<file path="config.mk">
export PLATFORM = sky130hd
export DESIGN_NAME = ssp_param_fifo
export DESIGN_NICKNAME = d
export VERILOG_FILES = /design/src/rtl/ssp_fifo_pkg.sv /design/src/rtl/ssp_fifo_mem.sv /design/src/rtl/ssp_param_fifo.sv
export SDC_FILE = /design/constraint.sdc
export NUM_CORES = 1
export LEC_CHECK = 0
export ABC_AREA = 1
export BUFFER_PORTS_ARGS = -buffer_cell sky130_fd_sc_hd__buf_2
export CAP_MARGIN = 5
export CORE_ASPECT_RATIO = 1.5
export CORE_MARGIN = 1
export CORE_UTILIZATION = 45
export DETAILED_ROUTE_END_ITERATION = 12
export GPL_TIMING_DRIVEN = 0
export RECOVER_POWER = 100
export SETUP_SLACK_MARGIN = 0.15
export SLEW_MARGIN = 10
export SYNTH_ARGS = -nofsm -noshare
export SYNTH_HDL_FRONTEND = slang
export SYNTH_HIERARCHICAL = 1
export SYNTH_SLANG_ARGS = --single-unit
</file>
<file path="constraint.sdc">
create_clock -name pclk -period 2.1 [get_ports pclk]
set_input_delay 0.63 -clock pclk [delete_from_list [all_inputs] [get_ports pclk]]
set_output_delay 0.63 -clock pclk [all_outputs]
set_load 0.05 [all_outputs]
</file>
<file path="src/rtl/ssp_fifo_pkg.sv">
// Shared constants, width helper and parameter-legality check for the SSP FIFO.
package ssp_fifo_pkg;

    localparam int unsigned DEF_WIDTH = 8;
    localparam int unsigned DEF_DEPTH = 4;

    typedef struct packed {
        int unsigned ptr_w;
        int unsigned lvl_w;
    } fifo_widths_t;

    // Encoded as {write accepted, read accepted}.
    typedef enum logic [1:0] {
        OP_IDLE = 2'b00,
        OP_RD   = 2'b01,
        OP_WR   = 2'b10,
        OP_RW   = 2'b11
    } fifo_op_e;

    function automatic fifo_widths_t fifo_widths(input int unsigned depth);
        fifo_widths_t w;
        w.ptr_w = $clog2(depth);
        w.lvl_w = $clog2(depth + 1);
        return w;
    endfunction

    function automatic bit fifo_params_ok(input int unsigned depth, input int unsigned thresh);
        return (depth >= 2) && ((depth & (depth - 1)) == 0) &&
               (thresh >= 1) && (thresh <= depth);
    endfunction

endpackage

</file>
<file path="src/rtl/ssp_fifo_mem.sv">
// WIDTH x DEPTH register array: one synchronous write port, one asynchronous read port.
module ssp_fifo_mem #(
    parameter int unsigned WIDTH  = 8,
    parameter int unsigned DEPTH  = 4,
    parameter int unsigned ADDR_W = $clog2(DEPTH)
) (
    input  logic              clk_i,
    input  logic              we_i,
    input  logic [ADDR_W-1:0] waddr_i,
    input  logic [WIDTH-1:0]  wdata_i,
    input  logic [ADDR_W-1:0] raddr_i,
    output logic [WIDTH-1:0]  rdata_o
);

    logic [WIDTH-1:0] mem_q [DEPTH];

    // NOTE: storage has no reset; valid contents are tracked by the pointers and level.
    always_ff @(posedge clk_i) begin
        if (we_i) begin
            mem_q[waddr_i] <= wdata_i;
        end
    end

    assign rdata_o = mem_q[raddr_i];

endmodule

</file>
<file path="src/rtl/ssp_param_fifo.sv">
// Parametrised synchronous SSP FIFO with level, almost-full interrupt and sticky error flags.
// Define SSP_FIFO_FWFT_EN for first-word-fall-through reads; default is a registered 1-cycle read.
module ssp_param_fifo
    import ssp_fifo_pkg::*;
#(
    parameter int unsigned WIDTH        = DEF_WIDTH,
    parameter int unsigned DEPTH        = DEF_DEPTH,
    parameter int unsigned AFULL_THRESH = DEPTH
) (
    input  logic                       pclk,
    input  logic                       clear,
    input  logic                       en,
    input  logic                       wr,
    input  logic [WIDTH-1:0]           wdata,
    input  logic                       rd,
    output logic [WIDTH-1:0]           rdata,
    output logic                       rvalid,
    output logic                       nempty,
    output logic                       full,
    output logic                       intr,
    output logic [$clog2(DEPTH+1)-1:0] level,
    output logic                       ovf,
    output logic                       udf,
    input  logic                       err_clr
);

    localparam fifo_widths_t W     = fifo_widths(DEPTH);
    localparam int unsigned  PTR_W = W.ptr_w;
    localparam int unsigned  LVL_W = W.lvl_w;

    if (!fifo_params_ok(DEPTH, AFULL_THRESH)) begin : g_param_check
        $error("ssp_param_fifo: DEPTH must be a power of 2 >= 2 and AFULL_THRESH in 1..DEPTH");
    end

    logic [PTR_W-1:0] wr_ptr_q, wr_ptr_d;
    logic [PTR_W-1:0] rd_ptr_q, rd_ptr_d;
    logic [LVL_W-1:0] level_q, level_d;
    logic             nempty_q, full_q, intr_q;
    logic             ovf_q, ovf_d, udf_q, udf_d;
    logic             rd_acc, wr_acc;
    logic [WIDTH-1:0] mem_rdata;
    fifo_op_e         op;

    // NOTE: every variable gets a default first so no path through the block infers a latch.
    always_comb begin
        rd_acc   = en && rd && nempty_q;
        // A full FIFO can still take a write when a read frees a slot in the same cycle.
        wr_acc   = en && wr && (!full_q || rd_acc);
        op       = fifo_op_e'({wr_acc, rd_acc});
        wr_ptr_d = wr_acc ? wr_ptr_q + PTR_W'(1) : wr_ptr_q;
        rd_ptr_d = rd_acc ? rd_ptr_q + PTR_W'(1) : rd_ptr_q;

        level_d = level_q;
        case (op)
            OP_WR:   level_d = level_q + LVL_W'(1);
            OP_RD:   level_d = level_q - LVL_W'(1);
            default: level_d = level_q;
        endcase

        // Clear first so a rejected operation in the same cycle keeps its flag set.
        ovf_d = ovf_q;
        udf_d = udf_q;
        if (en && err_clr) begin
            ovf_d = 1'b0;
            udf_d = 1'b0;
        end
        if (en && wr && !wr_acc) ovf_d = 1'b1;
        if (en && rd && !rd_acc) udf_d = 1'b1;
    end

    // NOTE: sequential state uses non-blocking assignments so all registers sample pre-edge values.
    always_ff @(posedge pclk or negedge clear) begin
        if (!clear) begin
            wr_ptr_q <= '0;
            rd_ptr_q <= '0;
            level_q  <= '0;
            nempty_q <= 1'b0;
            full_q   <= 1'b0;
            intr_q   <= 1'b0;
            ovf_q    <= 1'b0;
            udf_q    <= 1'b0;
        end else begin
            wr_ptr_q <= wr_ptr_d;
            rd_ptr_q <= rd_ptr_d;
            level_q  <= level_d;
            nempty_q <= (level_d != '0);
            full_q   <= (level_d == LVL_W'(DEPTH));
            intr_q   <= (level_d >= LVL_W'(AFULL_THRESH));
            ovf_q    <= ovf_d;
            udf_q    <= udf_d;
        end
    end

    ssp_fifo_mem #(
        .WIDTH  (WIDTH),
        .DEPTH  (DEPTH),
        .ADDR_W (PTR_W)
    ) u_mem (
        .clk_i   (pclk),
        .we_i    (wr_acc),
        .waddr_i (wr_ptr_q),
        .wdata_i (wdata),
        .raddr_i (rd_ptr_q),
        .rdata_o (mem_rdata)
    );

`ifdef SSP_FIFO_FWFT_EN
    // Head word is visible as soon as it is stored; rd only acknowledges the pop.
    assign rdata  = nempty_q ? mem_rdata : '0;
    assign rvalid = nempty_q;
`else
    logic [WIDTH-1:0] rdata_q;
    logic             rvalid_q;

    always_ff @(posedge pclk or negedge clear) begin
        if (!clear) begin
            rdata_q  <= '0;
            rvalid_q <= 1'b0;
        end else begin
            rvalid_q <= rd_acc;
            if (rd_acc) begin
                rdata_q <= mem_rdata;
            end
        end
    end

    assign rdata  = rdata_q;
    assign rvalid = rvalid_q;
`endif

    assign nempty = nempty_q;
    assign full   = full_q;
    assign intr   = intr_q;
    assign level  = level_q;
    assign ovf    = ovf_q;
    assign udf    = udf_q;

endmodule

</file>
==> summary.md <==
| Metric | Value |
|---|---|
| Status | completed |
| DR WL/cell | 12.0 um |
| Port bufs | 30 |
| Synthesized flop and latch total | 52 |
| Dpl ws | -477 ps |
| Area Overhead vs Synth | 15.4% |
| Max_slew headroom | 25.1% |
| Drt first pass iters | 4 |
| Commonest non-fill, non-tap cells in the layout | nand2_1, inv_1, edfxtp_1 |
| Crit path max-delay family | adder cells |
| Final Util | 53.9% |
| Max Fclk | 519 MHz |
| HP Class | flip-flop to flip-flop |
| Cts bufs inserted | 5 |
| Bufs and invs on worst path | 4 |
| EDFF count, synth | 32 |
| Top Ports | 31 |
| Max-Cap Viols | 0 |
| Min Hold Slack | 481 ps |
| Worst EP arrival | 2110 ps |
| Launching point of the worst reg2reg path | nempty |
| Vias in the first global route | 1290 |
| Critical path cell sequence | buf_2 > nand3_4 > inv_4 > ha_1 > inv_1 > fa_1 > nand2_1 > o21ai_2 > nand3_1 > inv_1 > nand3_1 |
| Worst EP required | 2290 ps |
| Hold path endpoint | rdata[0] |
| Most common cell after layout, fill and taps aside | nand2_1 |
| Async set-reset flop share out of synthesis | 38.5% |
| Iter 0 DRT Violations | 61 |
| Critical Path Start | en |
| Main synth FF type | edfxtp_1 |
| Reg2reg end | nempty |
| Critical Path Source Type | input port |
| Drc violations | 0 |
| Bufs on Longest Clock Path | 2 |
| Largest net degree at the start of global routing | 21 |
| CTS tree | yes |
| Clk Latency, worst-skew pair | 300 ps |
| Period utilisation layout | 91.7% |
| Critical Path Max Stage Delay | 480 ps |
| Seq/Total Area, Yosys | 65.0% |
| Maximum VDD drop | 0.525 mV |
| Clock transition at the registers of the reported paths | 80 ps |
| Nets@finish | 277 |
| Final Max Tran Viols | 0 |
| Syn Area/Cell | 10.0 um2 |
| Die W | 59.7 um |
| # Post-CTS Setup Buffers | 0 |
| Worst R2R Path Depth | 11 |
| Number of synthesis warnings | 6 |
| Gpl congestion | 0.689 |
| Initial antenna violation count | 0 |
| Final hold vios | 0 |
| CP endpoint kind | flip-flop |
| Worst hold path cell count | 2 |
| Die Ht | 88.5 um |
| Worst hold start | rdata[0] |
| Die area | 5290 um2 |
| N_diodes | 0 |
| Post-DP HPWL | 2.62 mm |
| Clock sinks | 52 |
| WL final | 3.93 mm |
| GRT Resource Usage Total | 17.1% |
| Tmin final | 1930 ps |
| Clock root buffer | clkbuf_8 |
| CTS H-tree depth | 2 |
| Syn nets | 240 |
| Hold buffers post-CTS | 0 |
| Worst Path Max Fanout | 10 |
| Worst-Margin Slew | 1120 ps |
| Library cells used by synthesis | 23 |
| Share of cells above drive strength 1 | 10.7% |
| Worst reg2reg setup slack | 210 ps |
| RSZ-0062 raised after global routing | yes |
| Via density | 4.45 |
| Total power | 3.70 mW |
| Starting Density | 46.7% |
| Static leakage | 1.23 nW |
| Gate count of the mapped netlist | 224 |
| Final Skew | 8.37 ps |
| Post-Syn Area | 2250 um2 |
| Final worst slack | 174 ps |
| Core area | 4810 um2 |
| Congestion Overflow GR | 0 |
| CP max-delay cell | fa_1 |
| Vias | 1459 |
| Remaining antenna violation count | 0 |
| Critical path class | input port to flip-flop |
| Rows | 31 |
| Power Density | 1430 nW/um2 |
| First-pass GRT wire length | 6.26 mm |
| Final setup fails | 0 |
| # fillers | 477 |
[timing repair]
item                                    in CTS  in global routing
pin swaps                                    0                  1
endpoints found under the hold margin        0                  0
endpoints found under the setup margin      16                 18
gates resized for setup                      2                  2
[stage by stage]
step	cell area, um2	cells	TNS [ps]
final	2590	328	0
after detailed placement	2520	320	-9640
after global routing	2590	328	0
after global placement	2510	320	-16450
after floorplan	2280	224	0
after CTS	2640	328	0
[cell type report]
| type | count | area [um2] | area share (%) |
|---|---|---|---|
| plain buffers | 6 | 45.0 | 1.74 |
| flip-flops and latches | 52 | 1460 | 56.4 |
| clock inverters | 2 | 35.0 | 1.35 |
| clock buffers | 6 | 72.6 | 2.80 |
| multi-input cells | 117 | 589 | 22.7 |
| inverters | 49 | 189 | 7.28 |
| repair buffers | 30 | 118 | 4.53 |
| well taps | 66 | 82.6 | 3.18 |
[state kept, by name (all words and copies together), names as in the netlist]
register     count
nempty           1
level            2
rdata            8
udf              1
full             1
wr_ptr_q         2
u_mem/mem_q     32
intr             1
rd_ptr_q         2
ovf              1
rvalid           1
[kinds of logic (layout without fill, tap and decap cells)]
family,after synthesis,count (layout),synth area share (%)
simple gates,106,106,19.8
buf+inv,55,93,10.7
flops,52,52,65.0
compound gates,5,5,1.11
xor+xnor,4,4,1.89
fa+ha+maj,2,2,1.45
[tightest hold or removal path, cell delays in order, from the launching register on]
cell and delay [ps]:
dfrtp_1 350, nand2_1 50, nand2_1 50
[cell usage after synthesis (2+ instances only)]
cell	number	area share, %
dfrtp_1	20	22
nor3_1	4	0.89
o21ai_0	3	0.67
buf_6	3	1.5
nand3_1	19	4.2
edfxtp_1	32	43
buf_4	2	0.67
xnor2_1	2	0.78
inv_1	47	7.9
nand2_1	79	13
[layer usage]
layer / vias to the layer above / GRT usage (%) / wire, um
met4: 0 / 7.61 / 79
met3: 6 / 4.24 / 175
met2: 34 / 27.9 / 1980
met1: 658 / 21.4 / 1700
met5: - / 0 / 0
li1: 761 / - / -
[power by group]
| part | switching (mW) | total, mW | leakage (nW) | internal (mW) |
|---|---|---|---|---|
| clock network | 0.302 | 0.656 | 0.0552 | 0.354 |
| logic | 1.15 | 1.56 | 0.637 | 0.405 |
| registers | 0.150 | 1.48 | 0.535 | 1.33 |
[worst max-delay path by stage]
| stage | to | cells past startpoint |
|---|---|---|
| 6_report | nempty | 11 |
| 5_1_grt | nempty | 12 |
| 4_1_cts | nempty | 11 |
| 3_5_place_dp | u_mem/mem_q[0][4] | 7 |
| 3_3_place_gp | u_mem/mem_q[2][4] | 7 |
| 2_1_floorplan | nempty | 11 |
Power figures use the tool's default switching activity.
